File: src/rtl/approx_mult_error_monitor.sv
// Error-statistics monitor for approximate WIDTHxWIDTH multipliers: exact recompute, ED sum/max/count.
// Optional signed bias accumulator compiled in with APPROX_MON_BIAS_EN.
module approx_mult_error_monitor #(
  parameter int WIDTH = 8,
  parameter int CNT_W = 17,
  parameter int ACC_W = 32
) (
  input  logic               clk,
  input  logic               rst_n,
  input  logic               start,
  input  logic [CNT_W-1:0]   num_samples,
  input  logic               in_valid,
  output logic               in_ready,
  input  logic [WIDTH-1:0]   x,
  input  logic [WIDTH-1:0]   y,
  input  logic [2*WIDTH-1:0] z_approx,
  output logic               busy,
  output logic               done,
  output logic [ACC_W-1:0]   sum_ed,
  output logic [2*WIDTH-1:0] max_ed,
  output logic [CNT_W-1:0]   err_count,
  output logic               sum_sat,
  output logic [ACC_W:0]     bias_sum
);
  localparam int PW = 2*WIDTH;
  // Adder wide enough for both operands plus a carry, whichever of ACC_W / PW is larger.
  localparam int SW = ((ACC_W > PW) ? ACC_W : PW) + 1;
  localparam logic [SW-1:0] ACC_MAX = {{(SW-ACC_W){1'b0}}, {ACC_W{1'b1}}};

  typedef enum logic [1:0] {IDLE, RUN, DRAIN, DONE} state_e;

  state_e           state_q, state_d;
  logic [CNT_W-1:0] rem_q, rem_d;
  logic             in_ready_q, in_ready_d, busy_q, busy_d, done_q, done_d;
  logic [2:1]       vld_pipe_q, vld_pipe_d;
  logic [PW-1:0]    exact_q, exact_d, zap_q, zap_d, ed_q, ed_d;
  logic [ACC_W-1:0] sum_ed_q, sum_ed_d;
  logic [PW-1:0]    max_ed_q, max_ed_d;
  logic [CNT_W-1:0] err_q, err_d;
  logic             sat_q, sat_d;
  logic [SW-1:0]    sum_ext;
  logic             accept, clr;

  always_comb begin
    accept  = in_valid && in_ready_q;
    clr     = (state_q == IDLE) && start;
    state_d = state_q;
    rem_d   = rem_q;
    case (state_q)
      IDLE: if (start) begin
        rem_d   = num_samples;
        state_d = (num_samples == '0) ? DONE : RUN;
      end
      RUN: if (accept) begin
        rem_d = rem_q - CNT_W'(1);
        if (rem_q == CNT_W'(1)) state_d = DRAIN;
      end
      DRAIN:   if (vld_pipe_q == '0) state_d = DONE;
      DONE:    state_d = IDLE;
      default: state_d = IDLE;
    endcase
    in_ready_d = (state_d == RUN);
    busy_d     = (state_d == RUN) || (state_d == DRAIN);
    done_d     = (state_d == DONE);
  end

  // Pipeline datapath loads every cycle; only the valid bits gate the accumulators.
  always_comb begin
    vld_pipe_d = {vld_pipe_q[1], accept};
    exact_d    = PW'(x) * PW'(y);
    zap_d      = z_approx;
    ed_d       = (zap_q >= exact_q) ? (zap_q - exact_q) : (exact_q - zap_q);
    sum_ext    = SW'(sum_ed_q) + SW'(ed_q);
    sum_ed_d   = sum_ed_q;
    max_ed_d   = max_ed_q;
    err_d      = err_q;
    sat_d      = sat_q;
    if (vld_pipe_q[2]) begin
      if (sum_ext > ACC_MAX) begin
        sum_ed_d = '1;
        sat_d    = 1'b1;
      end else begin
        sum_ed_d = sum_ext[ACC_W-1:0];
      end
      if (ed_q > max_ed_q) max_ed_d = ed_q;
      if (ed_q != '0)      err_d    = err_q + CNT_W'(1);
    end
    if (clr) begin
      sum_ed_d = '0;
      max_ed_d = '0;
      err_d    = '0;
      sat_d    = 1'b0;
    end
  end

  always_ff @(posedge clk or negedge rst_n) begin
    if (!rst_n) begin
      state_q    <= IDLE;
      rem_q      <= '0;
      in_ready_q <= 1'b0;
      busy_q     <= 1'b0;
      done_q     <= 1'b0;
      vld_pipe_q <= '0;
      exact_q    <= '0;
      zap_q      <= '0;
      ed_q       <= '0;
      sum_ed_q   <= '0;
      max_ed_q   <= '0;
      err_q      <= '0;
      sat_q      <= 1'b0;
    end else begin
      state_q    <= state_d;
      rem_q      <= rem_d;
      in_ready_q <= in_ready_d;
      busy_q     <= busy_d;
      done_q     <= done_d;
      vld_pipe_q <= vld_pipe_d;
      exact_q    <= exact_d;
      zap_q      <= zap_d;
      ed_q       <= ed_d;
      sum_ed_q   <= sum_ed_d;
      max_ed_q   <= max_ed_d;
      err_q      <= err_d;
      sat_q      <= sat_d;
    end
  end

`ifdef APPROX_MON_BIAS_EN
  logic signed [PW:0] diff_q, diff_d;
  logic [ACC_W:0]     bias_q, bias_d;

  // Bias wraps silently; sign extension comes from the signed size cast.
  always_comb begin
    diff_d = signed'({1'b0, zap_q}) - signed'({1'b0, exact_q});
    bias_d = bias_q;
    if (vld_pipe_q[2]) bias_d = bias_q + (ACC_W+1)'(diff_q);
    if (clr)           bias_d = '0;
  end

  always_ff @(posedge clk or negedge rst_n) begin
    if (!rst_n) begin
      diff_q <= '0;
      bias_q <= '0;
    end else begin
      diff_q <= diff_d;
      bias_q <= bias_d;
    end
  end

  assign bias_sum = bias_q;
`else
  assign bias_sum = '0;
`endif

  assign in_ready  = in_ready_q;
  assign busy      = busy_q;
  assign done      = done_q;
  assign sum_ed    = sum_ed_q;
  assign max_ed    = max_ed_q;
  assign err_count = err_q;
  assign sum_sat   = sat_q;

endmodule

File: config.mk
export PLATFORM = sky130hd
export DESIGN_NAME = approx_mult_error_monitor
export DESIGN_NICKNAME = d
export VERILOG_FILES = /design/src/rtl/approx_mult_error_monitor.sv
export SDC_FILE = /design/constraint.sdc
export NUM_CORES = 1
export LEC_CHECK = 0
export CORE_UTILIZATION = 56
export CTS_CLUSTER_SIZE = 25
export DETAILED_ROUTE_END_ITERATION = 8
export PLACE_DENSITY = 0.87
export SYNTH_ARGS = -nofsm -noshare
export SYNTH_HDL_FRONTEND = slang
export SYNTH_SLANG_ARGS = --single-unit
export TNS_END_PERCENT = 100
File: constraint.sdc
create_clock -name clk -period 3.4 [get_ports clk]
set_input_delay 0.68 -clock clk [delete_from_list [all_inputs] [get_ports clk]]
set_output_delay 0.68 -clock clk [all_outputs]
set_load 0.02 [all_outputs]
* Word level (Yosys, flattened, before mapping)
Index checks and enable logic that the tools add are counted.
Operators by class: equality and inequality tests 9, reduce and logical (&&, ||, !) cells 16, mux-type cells 22, $add $sub $neg 5, multipliers 1, order comparisons 3
Operator list (number):
- $mux 32 | 3
- $mux 17 | 5
- $mux 16 | 4
- $pmux 17 s2 | 1
- $add 32x16->33 | 1
- $gt 33x32->1 const B | 1
- $sub 16x16->16 | 2
- $add 17x1->17 const B | 1
- $eq 17x1->1 const B | 1
- $logic_not 17->1 | 1
- $sub 17x1->17 const B | 1
- $ge 16x16->1 | 1
- $gt 16x16->1 | 1
- $mul 8x8->16 | 1
- $reduce_bool 16->1 | 1
- $mux 2 | 5
- $reduce_bool 2->1 | 5
- $eq 2x2->1 const B | 4
- $pmux 2 s4 | 1
- $reduce_and 2->1 | 3
- $eq 2x1->1 const B | 2
- $logic_not 2->1 | 2
- $ne 2x2->1 const B | 2
- $mux 1 | 3
- 3 further kinds | 4
Storage, ports and cells: bits in registers 138, bits of input ports 53, output and inout bits 102, logic and storage cells 69

* Longest topological paths before layout
word-level depth 6, mapped depth 18, mapped depth without buffers 18

* Worst setup path before layout
Ideal clock, no wire load.
kind input to register, start input port y[4], end register exact_q[13], setup time 0.080 ns, required time 3.320 ns, stages on the path 16, setup slack -0.956 ns, arrival time 4.276 ns, path buffers 0, cell sequence and2_1 fa_1 inv_1 fa_1 inv_1 fa_1 inv_1 fa_1 inv_1 ha_1 a21boi_0 o21ai_0 a22oi_1 a41oi_1 nor2b_1 xnor2_1
On the way: cells in the longest elaborated chain, start to end 1
Ends and longest elaborated chain:
- start: declaration | RTL line 15 | input logic [WIDTH-1:0] y,
- $mul 8x8->16 | RTL line 70 | exact_d = PW'(x) * PW'(y);
- named net exact_d[13] | RTL line 36 | logic [PW-1:0] exact_q, exact_d, zap_q, zap_d, ed_q, ed_d;
- end signal: assignment | RTL line 118 | exact_q <= exact_d;
- end: declaration | RTL line 36
The timed path passes the listed nets, and every way through them passes these cells. A chain may end at the register's enable or synchronous reset.

* Worst setup path after layout
Same ends and word-level chain as after synthesis.

==> reports/results.ini <==
[logic_synthesis]
synth_flop_cell = dfrtp_1
synth_compound_area_share_pct = 17.5
yosysSeqAreaShare_pct = 32.4
synth_warnings = 0
yosys.area.top_type = dfrtp_1
synthXorXnorAreaFrac_pct = 4.52
synth-async-reset-ratio_pct = 100
avgSynthCellArea_um2 = 9.14
yosysUniqueCellTypes = 75
synth-adder-area-share_pct = 19.5
synth_top_cell_area_share_pct = 32.4
synth_area_um2 = 10700
syn_inst = 1165
synth-simple-area-share_pct = 16.1
synth_edf_count = 0
synthTopCellsByArea = dfrtp_1 32%, ha_1 12%, fa_1 7.3%
ys_seq_elements = 138
synth_top_family_by_area = adder cells
synthMuxAreaShare_pct = 1.82

[die]
io_pins = 155
die_width_um = 140
dieArea_um2 = 19600
die-height_um = 140
core_um2 = 18700
row_count = 50
initial_utilization_pct = 56.9

[setup_path]
path_cells = buf_8 -> and2_4 -> fa_1 -> inv_1 -> fa_1 -> inv_2 -> fa_1 -> inv_2 -> fa_1 -> inv_2 -> ha_4 -> a21boi_4 -> o21ai_2 -> a22oi_2 -> a41oi_2 -> nor2b_4 -> xnor2_1
crit_path_top_delay_cell = fa_1
worstPathMaxFanout = 4
path_delay_family = adder cells
crit_type = in -> reg
crit_buf_inv = 5
arrival_ns = 4.38
end_kind = flop
slowest_delay_ns = 0.55
start_kind = input port
cp.required_ns = 3.71
cp_common_cell = fa_1

[global_route]
antenna_found_initial = 0
grt_busiest_layer = met2
use_met1_pct = 32.8
grt_usage_pct = 28.0
grt_pass1_wl_um = 44000
grt_start_max_net_pins = 67
first_global_vias = 9330
grt_use_met3_pct = 5.23
use_met2_pct = 49.7
grt_overflow = 0

[route]
vias_per_cell = 5.88
vias = 9290
final_antenna_net_count = 0
wire_per_inst_um = 16.8
drc = 0
drt_iter0_drc = 647
routed_wl_um = 26500
dr.pass1.iters = 5

[power_and_ir_drop]
ir_drop_mv = 0.478
total_leakage_power_nw = 6.12
total_power_mw = 11.1
p_per_area_nw_per_um2 = 848

[clock_tree]
cts_made_buffers = 17
htree_levels = 4
cts_tree = done
cts_buffer_depth = 2
root_buffer = clkbuf_16
cts.clk_slew.worst_paths_ns = 0.06
insertion_delay_ns = 0.44
clock-sinks = 138
cts_hold_buf = 0

[sta]
hold_viol_final = 0
clock_skew_ns = 0.0132
fmax_mhz = 246
slew_violations = 0
setup_slack_ns = -0.673
finalCritPeriodShare_pct = 120
layout_min_cycle_time_ns = 4.07
slew_headroom_pct = 38.7
setup_viol = 9
tightest_slew_ns = 0.916
setup_tns_ns = -4.42
rsz0062_at_grt = true

[layout]
postLayoutCoreUtil_pct = 70.1
fillCellCount = 1361
multi_input_area_um2 = 6670
diodes = 0
area.growth.synth_to_final_pct = 23.1
drive_above_1_share_pct = 13.6
fin_nets = 1530
seq_area_um2 = 3450

[outcome]
violations = setup timing
outcome = finished, violations left

[place]
hpwl_um = 19600
finalWeightedCongestion = 0.932
port_buffers = 121

[flow_run]
drv_cap = 0

[hold_path]
hold_path.class = in -> async

[stage by stage]
stage | setup slack, ns | instances | hold slack, ns | area, µm²
3_5_place_dp | -1.55 | 1540 | 0.363 | 12400
5_1_grt | -0.777 | 1580 | 0.186 | 13100
2_1_floorplan | -0.731 | 1197 | 0.355 | 10800
6_report | -0.673 | 1580 | 0.162 | 13100
4_1_cts | -0.525 | 1576 | 0.178 | 13100
3_3_place_gp | -1.43 | 1540 | 0.367 | 12400
[power breakdown]
part           leakage [nW]  switching (mW)  internal [mW]
clock                 0.274           0.720           1.03
sequential             1.73           0.538           2.18
combinational          4.12            3.70           2.95
[routing by layer]
layer	up-vias	routed length, µm
met1	4531	10600
met5	-	0
met3	77	1460
met2	353	13600
met4	0	887
li1	4329	-
[cell usage in the layout (no fill, tap or decap), types with 36 or more instances in the layout]
| cell type | n |
|---|---|
| ha_1 | 99 |
| dfrtp_1 | 138 |
| and2_1 | 52 |
| nor2_1 | 65 |
| buf_4 | 64 |
| fa_1 | 36 |
| o21ai_0 | 69 |
| nand2_1 | 55 |
| inv_1 | 113 |
| clkdlybuf4s50_1 | 104 |
| a21oi_1 | 102 |
[sequential cells by signal, indices dropped and copies added, names as in the netlist, 2 cells and up]
register    flops
sum_ed         32
err_count      17
rem_q          17
ed_q           16
exact_q        16
max_ed         16
zap_q          16
state_q         2
vld_pipe_q      2
[path summary, 6_finish.rpt]
path | to | depth (start not counted) | from | slack, ns
max | exact_q[13] | 17 | y[4] | -0.67
min | sum_ed[29] | 1 | rst_n | 0.16
max reg2reg | ed_q[10] | 11 | exact_q[0] | 0.20
min reg2reg | vld_pipe_q[2] | 0 | vld_pipe_q[1] | 0.38
max in group asynchronous | sum_ed[11] | 2 | rst_n | 2.47
min in group clk | vld_pipe_q[2] | 0 | vld_pipe_q[1] | 0.38
[cell usage after synthesis, types with 11 or more instances]
cell / instances
nand4_1: 13
nor2_1: 68
nand3_1: 33
nand2_1: 56
inv_1: 120
nor2b_1: 16
o21ai_0: 72
buf_4: 33
a21oi_1: 105
clkbuf_1: 23
and3_1: 11
nor3_1: 18
dfrtp_1: 138
xnor2_1: 28
a21o_1: 21
ha_1: 104
and2_1: 61
fa_1: 39
xor2_1: 27
a31oi_1: 13
[kinds of logic after synthesis]
logic type	Yosys count
and+or+nand+nor	323
muxes	17
AOI/OAI and AO/OA	299
buffers and inverters	189
other	1
DFF	138
xor gates and xnor gates	55
adders and majority gates	143
[final cells by class]
class / count / area share (%)
Sequential cell: 138 / 26.3
Clock inverter: 12 / 0.773
Multi-Input combinational cell: 870 / 50.9
Timing Repair Buffer: 187 / 12.9
Tap cell: 234 / 2.23
Inverter: 120 / 3.43
Clock buffer: 19 / 3.45
[what timing repair did]
| item | CTS | global route |
|---|---|---|
| gates resized for setup | 92 | 6 |
| endpoints found under the setup margin | 12 | 10 |
| pin swaps | 34 | 10 |
| setup buffers | 5 | 4 |
(Power assumes the default switching activity.)
